**src/rtl/multi_alarm_clock_core.sv**
```systemverilog
// BCD time-of-day core with NUM_ALARMS alarm slots and a ring/auto-off state machine.
// Define ALARM_SNOOZE_EN to build in the SNOOZE state, snooze input handling and snooze counter.
module multi_alarm_clock_core #(
    parameter int unsigned NUM_ALARMS = 4,
    parameter int unsigned SNOOZE_MIN = 5,
    parameter int unsigned RING_MIN   = 2,
    localparam int unsigned AW = (NUM_ALARMS > 1) ? $clog2(NUM_ALARMS) : 1
) (
    input  logic                  clk,
    input  logic                  rst,
    input  logic                  sec_tick,
    input  logic [1:0]            mode,
    input  logic                  field,
    input  logic [AW-1:0]         alarm_sel,
    input  logic                  up,
    input  logic                  down,
    input  logic [NUM_ALARMS-1:0] alarm_en,
    input  logic                  snooze,
    input  logic                  stop,
    output logic [1:0]            disp_h1,
    output logic [3:0]            disp_h2,
    output logic [2:0]            disp_m1,
    output logic [3:0]            disp_m2,
    output logic [6:0]            sec_bcd,
    output logic                  ringing,
    output logic                  snoozing,
    output logic [AW-1:0]         ring_id
);

    localparam logic [1:0] MODE_SET_TIME  = 2'd1;
    localparam logic [1:0] MODE_SET_ALARM = 2'd2;

    localparam logic [1:0] ST_IDLE   = 2'd0;
    localparam logic [1:0] ST_RING   = 2'd1;
`ifdef ALARM_SNOOZE_EN
    localparam logic [1:0] ST_SNOOZE = 2'd2;
`endif

    // BCD step helpers: minutes/seconds are {tens[2:0],ones[3:0]}, hours {tens[1:0],ones[3:0]}
    function automatic logic [6:0] inc60(input logic [6:0] v);
        if (v == 7'h59)       return 7'h00;
        if (v[3:0] == 4'd9)   return {3'(v[6:4] + 3'd1), 4'd0};
        return {v[6:4], 4'(v[3:0] + 4'd1)};
    endfunction

    function automatic logic [6:0] dec60(input logic [6:0] v);
        if (v == 7'h00)       return 7'h59;
        if (v[3:0] == 4'd0)   return {3'(v[6:4] - 3'd1), 4'd9};
        return {v[6:4], 4'(v[3:0] - 4'd1)};
    endfunction

    function automatic logic [5:0] inc24(input logic [5:0] v);
        if (v == 6'h23)       return 6'h00;
        if (v[3:0] == 4'd9)   return {2'(v[5:4] + 2'd1), 4'd0};
        return {v[5:4], 4'(v[3:0] + 4'd1)};
    endfunction

    function automatic logic [5:0] dec24(input logic [5:0] v);
        if (v == 6'h00)       return 6'h23;
        if (v[3:0] == 4'd0)   return {2'(v[5:4] - 2'd1), 4'd9};
        return {v[5:4], 4'(v[3:0] - 4'd1)};
    endfunction

    function automatic logic [6:0] adj60(input logic [6:0] v, input logic u, input logic d);
        if (u && !d) return inc60(v);
        if (d && !u) return dec60(v);
        return v;
    endfunction

    function automatic logic [5:0] adj24(input logic [5:0] v, input logic u, input logic d);
        if (u && !d) return inc24(v);
        if (d && !u) return dec24(v);
        return v;
    endfunction

    logic [6:0]    sec_q, sec_n, min_q, min_n;
    logic [5:0]    hr_q, hr_n;
    logic [6:0]    al_min_q [NUM_ALARMS];
    logic [6:0]    al_min_n [NUM_ALARMS];
    logic [5:0]    al_hr_q  [NUM_ALARMS];
    logic [5:0]    al_hr_n  [NUM_ALARMS];
    logic [1:0]    state_q, state_n;
    logic [3:0]    ring_cnt_q, ring_cnt_n;
    logic [AW-1:0] ring_id_q, ring_id_n;
    logic [5:0]    disp_hr_n;
    logic [6:0]    disp_min_n;
    logic          set_time, set_alarm, mb, match, en_cur;
    logic [AW-1:0] match_id;
`ifdef ALARM_SNOOZE_EN
    logic [3:0]    snz_cnt_q, snz_cnt_n;
`else
    logic [3:0]    unused_cfg;
    assign unused_cfg = 4'(SNOOZE_MIN) ^ {3'd0, snooze};
`endif

    assign set_time  = (mode == MODE_SET_TIME);
    assign set_alarm = (mode == MODE_SET_ALARM);

    // Time of day: free-running except in SET_TIME, where it is hand-adjusted with seconds held at 00
    always_comb begin
        sec_n = sec_q;
        min_n = min_q;
        hr_n  = hr_q;
        mb    = 1'b0;
        if (set_time) begin
            sec_n = 7'h00;
            if (field) hr_n  = adj24(hr_q, up, down);
            else       min_n = adj60(min_q, up, down);
        end else if (sec_tick) begin
            sec_n = inc60(sec_q);
            if (sec_q == 7'h59) begin
                mb    = 1'b1;
                min_n = inc60(min_q);
                if (min_q == 7'h59) hr_n = inc24(hr_q);
            end
        end
    end

    // Alarm adjust, lowest-index match against the post-roll time, and display source select
    always_comb begin
        match    = 1'b0;
        match_id = '0;
        en_cur   = 1'b0;
        for (int i = 0; i < int'(NUM_ALARMS); i++) begin
            al_min_n[i] = al_min_q[i];
            al_hr_n[i]  = al_hr_q[i];
            if (set_alarm && (alarm_sel == AW'(i))) begin
                if (field) al_hr_n[i]  = adj24(al_hr_q[i], up, down);
                else       al_min_n[i] = adj60(al_min_q[i], up, down);
            end
            if (ring_id_q == AW'(i)) en_cur = alarm_en[i];
        end
        for (int i = int'(NUM_ALARMS) - 1; i >= 0; i--) begin
            if (alarm_en[i] && (al_min_q[i] == min_n) && (al_hr_q[i] == hr_n)) begin
                match    = mb;
                match_id = AW'(i);
            end
        end
        disp_hr_n  = hr_n;
        disp_min_n = min_n;
        if (set_alarm) begin
            disp_hr_n  = '0;
            disp_min_n = '0;
            for (int i = 0; i < int'(NUM_ALARMS); i++) begin
                if (alarm_sel == AW'(i)) begin
                    disp_hr_n  = al_hr_n[i];
                    disp_min_n = al_min_n[i];
                end
            end
        end
    end

    // Ring state machine next-state
    always_comb begin
        state_n    = state_q;
        ring_cnt_n = ring_cnt_q;
        ring_id_n  = ring_id_q;
`ifdef ALARM_SNOOZE_EN
        snz_cnt_n  = snz_cnt_q;
`endif
        if (set_time) begin
            state_n = ST_IDLE;
        end else begin
            case (state_q)
                ST_IDLE: begin
                    if (match) begin
                        state_n    = ST_RING;
                        ring_id_n  = match_id;
                        ring_cnt_n = 4'(RING_MIN);
                    end
                end
                ST_RING: begin
                    if (!en_cur || stop) begin
                        state_n = ST_IDLE;
`ifdef ALARM_SNOOZE_EN
                    end else if (snooze) begin
                        state_n   = ST_SNOOZE;
                        snz_cnt_n = 4'(SNOOZE_MIN);
`endif
                    end else if (mb) begin
                        ring_cnt_n = ring_cnt_q - 4'd1;
                        if (ring_cnt_q <= 4'd1) state_n = ST_IDLE;
                    end
                end
`ifdef ALARM_SNOOZE_EN
                ST_SNOOZE: begin
                    if (!en_cur || stop) begin
                        state_n = ST_IDLE;
                    end else if (mb) begin
                        snz_cnt_n = snz_cnt_q - 4'd1;
                        if (snz_cnt_q <= 4'd1) begin
                            state_n    = ST_RING;
                            ring_cnt_n = 4'(RING_MIN);
                        end
                    end
                end
`endif
                default: state_n = ST_IDLE;
            endcase
        end
    end

    always_ff @(posedge clk) begin
        if (rst) begin
            sec_q      <= '0;
            min_q      <= '0;
            hr_q       <= '0;
            for (int i = 0; i < int'(NUM_ALARMS); i++) begin
                al_min_q[i] <= '0;
                al_hr_q[i]  <= '0;
            end
            state_q    <= ST_IDLE;
            ring_cnt_q <= '0;
            ring_id_q  <= '0;
            disp_h1    <= '0;
            disp_h2    <= '0;
            disp_m1    <= '0;
            disp_m2    <= '0;
            sec_bcd    <= '0;
            ringing    <= 1'b0;
            ring_id    <= '0;
        end else begin
            sec_q      <= sec_n;
            min_q      <= min_n;
            hr_q       <= hr_n;
            for (int i = 0; i < int'(NUM_ALARMS); i++) begin
                al_min_q[i] <= al_min_n[i];
                al_hr_q[i]  <= al_hr_n[i];
            end
            state_q    <= state_n;
            ring_cnt_q <= ring_cnt_n;
            ring_id_q  <= ring_id_n;
            disp_h1    <= disp_hr_n[5:4];
            disp_h2    <= disp_hr_n[3:0];
            disp_m1    <= disp_min_n[6:4];
            disp_m2    <= disp_min_n[3:0];
            sec_bcd    <= sec_n;
            ringing    <= (state_n == ST_RING);
            ring_id    <= ring_id_n;
        end
    end

`ifdef ALARM_SNOOZE_EN
    always_ff @(posedge clk) begin
        if (rst) begin
            snz_cnt_q <= '0;
            snoozing  <= 1'b0;
        end else begin
            snz_cnt_q <= snz_cnt_n;
            snoozing  <= (state_n == ST_SNOOZE);
        end
    end
`else
    assign snoozing = 1'b0;
`endif

endmodule

```
**config.mk**
```make
export PLATFORM = sky130hd
export DESIGN_NAME = multi_alarm_clock_core
export DESIGN_NICKNAME = d
export VERILOG_FILES = /design/src/rtl/multi_alarm_clock_core.sv
export SDC_FILE = /design/constraint.sdc
export NUM_CORES = 1
export LEC_CHECK = 0
export ABC_AREA = 1
export BUFFER_PORTS_ARGS = -buffer_cell sky130_fd_sc_hd__buf_2
export CORE_MARGIN = 8
export CORE_UTILIZATION = 60
export CTS_CLUSTER_SIZE = 16
export DETAILED_ROUTE_END_ITERATION = 10
export GPL_TIMING_DRIVEN = 0
export MAX_ROUTING_LAYER = met4
export PLACE_DENSITY = 0.74
export SETUP_SLACK_MARGIN = 0.2
export SYNTH_ARGS = -nofsm -noshare
export SYNTH_HDL_FRONTEND = slang
export SYNTH_SLANG_ARGS = --single-unit
```
**constraint.sdc**
```tcl
create_clock -name clk -period 6.75 [get_ports clk]
set_clock_uncertainty 0.1 [all_clocks]
set_input_delay 0.675 -clock clk [delete_from_list [all_inputs] [get_ports clk]]
set_output_delay 0.675 -clock clk [all_outputs]
set_load 0.05 [all_outputs]
```
==> results of run 1 <==
==> power groups by stage <==
stage	Sequential (W)	Combinational, W	Clock (W)
after floorplan	0.000615	0.000221	0
after global placement	0.000596	0.000342	0
after detailed placement	0.000597	0.000346	0
after CTS	0.000584	0.000347	0.000529
after global routing	0.000586	0.000387	0.000552
final	0.000584	0.000362	0.000530
==> state kept, by name, summed over array words and instances, names as in the netlist <==
name,flops
al_min_q,28
al_hr_q,24
min_q,7
sec_q,7
hr_q,6
disp_h2,4
disp_m2,4
ring_cnt_q,4
disp_m1,3
disp_h1,2
ring_id_q,2
state_q,2
ringing,1
==> area by class of cell <==
cell class | count | share of cell area (%)
well taps | 184 | 2.44
diodes | 1 | 0.0265
clock buffers | 9 | 2.38
clock inverters | 7 | 0.768
multi-input cells | 1094 | 62.9
inverters | 179 | 7.11
flip-flops and latches | 94 | 19.9
repair buffers | 36 | 1.91
plain buffers | 55 | 2.57
==> cells in the final DEF, fill, tap and decap left out, types with 3 or more instances in the layout <==
master	n
ha_1	69
o311ai_0	6
nor4_1	8
xnor2_1	6
and2_1	5
nor2_2	11
buf_1	6
nand2_2	17
a21oi_1	85
clkbuf_16	9
a22oi_1	4
clkbuf_1	38
a31o_2	3
a211oi_1	13
nor3_1	18
o22ai_1	14
o211ai_1	23
inv_2	10
nand3_1	160
nand2_4	5
xor2_1	17
o21ai_1	7
o221ai_1	5
nand2_1	286
nor2_1	181
o31ai_1	3
o21ai_0	89
dfxtp_1	94
inv_1	168
nand3_2	6
nand4_1	19
a31oi_1	7
o211ai_2	3
buf_4	4
buf_2	41
==> worst max-delay path: cells and delay by family <==
family,cells,cell delay [ps]
buf+inv,5,1910
compound gates,5,940
simple gates,2,240
==> cell usage after synthesis, drive strengths merged, types with 2 or more instances <==
cell     count  area [um^2]
nor4         8         50.1
ha          69          863
nand3      167          878
o21ai       97          489
inv        178          668
o211ai      26          210
nor3        18         90.1
or2          3         18.8
a2111oi      2         17.5
xnor2        6         52.6
o311ai       6         52.6
a22oi        4         30.0
nand2      308         1240
a31oi        7         43.8
a31o         3         26.3
buf         17          100
clkbuf      38          143
o22ai       14         87.6
a21oi       85          425
dfxtp       94         1880
o31ai        3         22.5
and2         5         31.3
nand4       20          140
xor2        17          149
o2111ai      2         17.5
nor2       195          791
o221ai       5         43.8
a211oi      13         97.6
==> final timing paths <==
kind             from            end  slack [ps]
max              down     disp_m1[2]        3140
min          sec_q[5]       sec_q[5]         390
max reg2reg  min_q[1]  ring_cnt_q[3]        3390
min reg2reg  sec_q[5]       sec_q[5]         390
==> cells by family (layout without fill, tap and decap cells) <==
logic type | Yosys count | in the layout
AO/OA/AOI/OAI | 274 | 274
buffers and inverters | 234 | 286
flip-flops | 94 | 94
other | 1 | 3
AND/OR/NAND/NOR | 726 | 726
adder cells (fa/ha/maj) | 69 | 69
XOR/XNOR | 23 | 23
==> per-stage QoR <==
step / hold slack (ps) / std cells / power, W / util [%]
2_1_floorplan: 367 / 1422 / 0.000836 / -
3_3_place_gp: 382 / 1642 / 0.000938 / 63.7
3_5_place_dp: 391 / 1642 / 0.000942 / 63.7
4_1_cts: 401 / 1658 / 0.00146 / 65.8
5_1_grt: 437 / 1659 / 0.00152 / 65.8
6_report: 394 / 1659 / 0.00148 / 65.8
==> routing by layer <==
layer | wire length, um | global-route usage (%)
met5 | 0 | -
met4 | 2060 | 20.1
met3 | 3890 | 7.71
met2 | 13500 | 52.5
met1 | 12200 | 42.5
==> results.toml, run 1 <==
[outcome]
status = "finished clean"

[power_and_ir_drop]
internal_power_w = 0.000957
switching_share_pct = 35.2
power_switching_w = 0.000519
p_seq_share_pct = 39.6
peakVddDrop_v = 0.000111
clkPwrFrac_pct = 35.9
power.density_mw_per_mm2 = 156
p_leak_nw = 4.20
p_comb_share_pct = 24.5

[timing]
rsz0062_at_grt = "false"
fin_crit_ps = 3610
fmax_ghz = 0.277
final.setup.tns_ps = 0
fin_ws_ps = 3140
setup_viol = 0
hold_violations = 0
final-max-slew-violation-count = 0
worst_pin_slew_ps = 925
slew_headroom_pct = 38.3
min_period_over_period_pct = 53.5

[clock_tree]
hold_buffers = 0
cts-resized-gates = 0
cts_max_level = 3
clock-root-buffer = "clkbuf_16"
cts_sinks = 94
cts_setup_buffers = 0
cts_max_path_buffers = 2
cts_tree = "built"
clk_latency_ps = 360
cts.clk_slew.worst_paths_ps = 70
numCtsBuffers = 9

[floorplan]
row_count = 44
coreArea_mm2 = 0.0144
io_pins = 40
die-area_mm2 = 0.0187
die_y_um = 137
initial_core_util_pct = 60.8
fp.dieW_um = 137

[synthesis]
synth_cell_types = 55
synth_xor_area_share_pct = 2.31
muxShareOfSynthArea_pct = 0
synth_top_family_by_area = "simple AND/OR/NAND/NOR gates"
avgSynthCellArea_um2 = 6.15
synth_flop_cell = "dfxtp_1"
synth_cells = 1421
synth_compound_area_share_pct = 18.6
synth-async-reset-ratio_pct = 0
yosysWarnings = 0
synth_edf_count = 0
syn_area_mm2 = 0.00874
synth_seq_cells = 94
synth-simple-area-share_pct = 37.2
synth_fa_ha_area_share_pct = 9.88
ys_seq_area_share_pct = 21.5

[finish]
stdcell_area_mm2 = 0.00945
layout-drive-gt1-share_pct = 8.55
seq_area_mm2 = 0.00188
area_growth_syn_to_layout_pct = 8.18
multi_input_area_mm2 = 0.00594
fill_cells = 1424
nets = 1554

[worst_setup_path]
cp-start-kind = "input pin"
reg2regPathDepth = 18
cp.arrival_ps = 3780
end_kind = "flip-flop"
worst-setup-path-type = "input pin to flip-flop"
crit_path_cell_trace = "buf_2 -> inv_2 -> nand2_4 -> buf_2 -> buf_1 -> clkbuf_1 -> nand2_1 -> o311ai_0 -> o21ai_0 -> o22ai_1 -> o21ai_0 -> a31oi_1"
path_max_fanout = 10
slowest_stage = "buf_1"
required_ps = 6920
critPathMaxStageDelay_ps = 680

[place]
dp_slack_ps = 3030
routabilityCongestion = 1.07
dp_hpwl_um = 24300
placed_cell_area_mm2 = 0.00915
port_buffers = 36

[run]
maxCapViolCount = 0

[drt]
drtIter0Drc = 1252
final_antenna_net_count = 0
via_per_inst = 6.18
dr.pass1.iters = 6
wire_per_inst_um = 19.1
vias = 10300
drc = 0
wirelength_um = 31700

[grt]
grt_pass1_vias = 9347
grt_first_pass_wirelength_um = 49300
grt_max_degree = 17
grt_use_total_pct = 34.9
gr-total-overflow = 0
antenna_found_initial = 1

[hold_path]
hold_path_class = "flip-flop to flip-flop"
hold_depth = 2
No activity file was read; power rests on OpenSTA's default activity.
==> run 2: changes to the inputs <==
--- a/config.mk
+++ b/config.mk
@@ -5,15 +5,15 @@
 export SDC_FILE = /design/constraint.sdc
 export NUM_CORES = 1
 export LEC_CHECK = 0
-export ABC_AREA = 1
+export ABC_AREA = 0
 export BUFFER_PORTS_ARGS = -buffer_cell sky130_fd_sc_hd__buf_2
 export CORE_MARGIN = 8
-export CORE_UTILIZATION = 60
+export CORE_UTILIZATION = 58
 export CTS_CLUSTER_SIZE = 16
 export DETAILED_ROUTE_END_ITERATION = 10
 export GPL_TIMING_DRIVEN = 0
 export MAX_ROUTING_LAYER = met4
-export PLACE_DENSITY = 0.74
+export PLACE_DENSITY = 0.75
 export SETUP_SLACK_MARGIN = 0.2
 export SYNTH_ARGS = -nofsm -noshare
 export SYNTH_HDL_FRONTEND = slang
==> constraint.sdc (replaced) <==
create_clock -name clk -period 3.3 [get_ports clk]
set_clock_uncertainty 0.1 [all_clocks]
set_input_delay 0.33 -clock clk [delete_from_list [all_inputs] [get_ports clk]]
set_output_delay 0.33 -clock clk [all_outputs]
set_load 0.05 [all_outputs]
==> run 2 against run 1 <==
Net effect: the run now ends with setup timing left; global-route usage grew 3.1 points; worst hold slack lost 280 ps; sequential share of layout area shrank 2.3 points; register-to-register slack lost 3500 ps; wire length grew 21%; critical path type is now flip-flop to flip-flop.
==> results.toml, run 2 <==
[finish]
fill_cells = 1372
layout_common_cells = "nor2_1, nand2_1, a21oi_1"
final_util_pct = 69.6
layout-drive-gt1-share_pct = 18.2
final_common_cell = "nor2_1"
largest_reg_flops = 28
num_antenna_cells = 0
largest-register = "al_min_q"
reg_top3 = "al_min_q (28), al_hr_q (24)"
area_growth_syn_to_layout_pct = 18.3
nets = 1467

[timing]
min_period_over_period_pct = 102
slew_headroom_pct = 31.1
hold_violations = 0
rsz0062_at_grt = "true"
setup_viol = 6
final.setup.tns_ps = -352
fmax_ghz = 0.296
fin_crit_ps = 3380
final-max-slew-violation-count = 0
fin_ws_ps = -81.5
worst_pin_slew_ps = 1030

[grt]
grt-busiest-layer = "met2"
grt_use_met2_pct = 55.5
grt_max_degree = 20
gr-usage-met1_pct = 46.3
grt_first_pass_wirelength_um = 57300
grt_pass1_vias = 10000
antenna_found_initial = 1
gr-total-overflow = 0
grt_use_total_pct = 38.1
grt_util_met3_pct = 7.68

[floorplan]
fp.dieW_um = 142
die-area_mm2 = 0.0202
row_count = 46
io_pins = 40
coreArea_mm2 = 0.0157
initial_core_util_pct = 58.8
die_y_um = 142

[power_and_ir_drop]
clkPwrFrac_pct = 34.7
internal_power_w = 0.00201
power.density_mw_per_mm2 = 290
p_comb_share_pct = 27.9
switching_share_pct = 36.9
finalPower_w = 0.00318
power_switching_w = 0.00117
p_leak_nw = 4.07
p_seq_share_pct = 37.4
peakVddDrop_v = 0.000235

[synthesis]
synth_area_leaders = "dfxtp_1, ha_1, nor2_1"
syn_area_mm2 = 0.00924
synth_cells = 1288
ys_seq_area_share_pct = 20.4
synth_edf_count = 0
synth_flop_cell = "dfxtp_1"
avgSynthCellArea_um2 = 7.18
synth.top_cells.by_count = "nor2_1, nand2_1, a21oi_1, o21ai_0, dfxtp_1"
post-synth-top-count-cell = "nor2_1"
synth-async-reset-ratio_pct = 0
synth_top_area_share_pct = 20.4
synth_cell_types = 95
yosysWarnings = 0
synth_area_leader_cell = "dfxtp_1"
synth_seq_cells = 94

[place]
dp_hpwl_um = 28000
routabilityCongestion = 1.10
port_buffers = 33
dp_slack_ps = -912

[worst_setup_path]
critPathMaxStageDelay_ps = 550
worst-path-buf-inv = 1
path_max_fanout = 5
cp-start-kind = "flip-flop"
slowest_stage = "or4_4"
required_ps = 3420
end_kind = "flip-flop"
worst-setup-path-type = "flip-flop to flip-flop"
cp.arrival_ps = 3500
crit_path_cell_trace = "ha_4 -> and3b_2 -> buf_6 -> nand4_4 -> mux2_4 -> mux2i_4 -> xnor2_1 -> or4_4 -> nor4_4 -> nor2b_2 -> a21oi_4 -> o31ai_2"
crit_family = "simple AND/OR/NAND/NOR gates"

[clock_tree]
clk_latency_ps = 370
cts.clk_slew.worst_paths_ps = 80
cts_max_level = 3
cts_tree = "built"
numCtsBuffers = 9
cts_max_path_buffers = 2
cts_sinks = 94
clock-root-buffer = "clkbuf_16"

[drt]
via_per_inst = 6.90
dr.pass1.iters = 6
wirelength_um = 38200
drc = 0
drtIter0Drc = 1629
final_antenna_net_count = 0
vias = 11100
wire_per_inst_um = 23.9

[outcome]
violations = "setup timing"
status = "finished, violations left"

[run]
maxCapViolCount = 0

[hold_path]
hold_path_class = "input pin to flip-flop"
run 2: layer usage:
metal  up-vias  share of wire (%)  routed length, um
met1      5123                 38              14500
met4         0                7.3               2790
li1       4891                  -                  -
met3       203                 13               4950
met2       851                 42              16000
met5         -                  0                  0
run 2: cell families after synthesis:
logic type                 count (synthesis)  synth area share, %
AOI/OAI and AO/OA                        392                 28.2
xor gates and xnor gates                  48                 4.55
adders and majority gates                 69                 9.34
buffers and inverters                    163                 7.07
DFF                                       94                 20.4
muxes                                     26                 3.51
other                                      1               0.0406
and+or+nand+nor                          495                 26.9
run 2: final cells by class:
| class | instances | area (um^2) | share of cell area (%) |
|---|---|---|---|
| inverters | 70 | 268 | 2.45 |
| plain buffers | 93 | 443 | 4.05 |
| well taps | 216 | 270 | 2.47 |
| clock inverters | 7 | 73.8 | 0.675 |
| flip-flops and latches | 94 | 1930 | 17.6 |
| multi-input cells | 1032 | 7190 | 65.8 |
| clock buffers | 9 | 225 | 2.06 |
| repair buffers | 82 | 538 | 4.92 |
run 2: worst paths after layout:
path,slack [ps],startpoint,to,depth (start not counted)
min reg2reg,410,ring_cnt_q[3],ring_cnt_q[3],2
min,110,sec_tick,sec_q[1],2
max reg2reg,-80,min_q[0],ring_cnt_q[2],12
max,-80,min_q[0],ring_cnt_q[2],12
run 2: stage by stage:
stage          cell area [um^2]  hold slack [ps]  instances
2_1_floorplan              9280              306       1289
3_3_place_gp               9710              362       1538
3_5_place_dp               9730              369       1539
4_1_cts                   10700              102       1596
5_1_grt                   10900              123       1603
6_report                  10900              111       1603
run 2: repair_timing:
action                     4_1_cts  5_1_grt
cloned                           1        0
hold buffers                     0        0
gates resized for setup        106       46
setup endpoints to repair       28       19
pin swaps                       37       14
setup buffers                   40        7
run 2: power groups by stage:
stage	logic, W	registers, W	clock network (W)
after floorplan	0.000449	0.00125	0
final	0.000886	0.00119	0.00110
after detailed placement	0.000718	0.00121	0
after CTS	0.000818	0.00119	0.00110
after global routing	0.000922	0.00119	0.00114
after global placement	0.000713	0.00121	0
run 2: worst reg2reg max path, cell delays in order, from the launching register on:
cell and delay (ps):
dfxtp_4 420, ha_4 180, and3b_2 220, buf_6 140, nand4_4 190, mux2_4 380, mux2i_4 210, xnor2_1 110
or4_4 550, nor4_4 300, nor2b_2 120, a21oi_4 230, o31ai_2 80
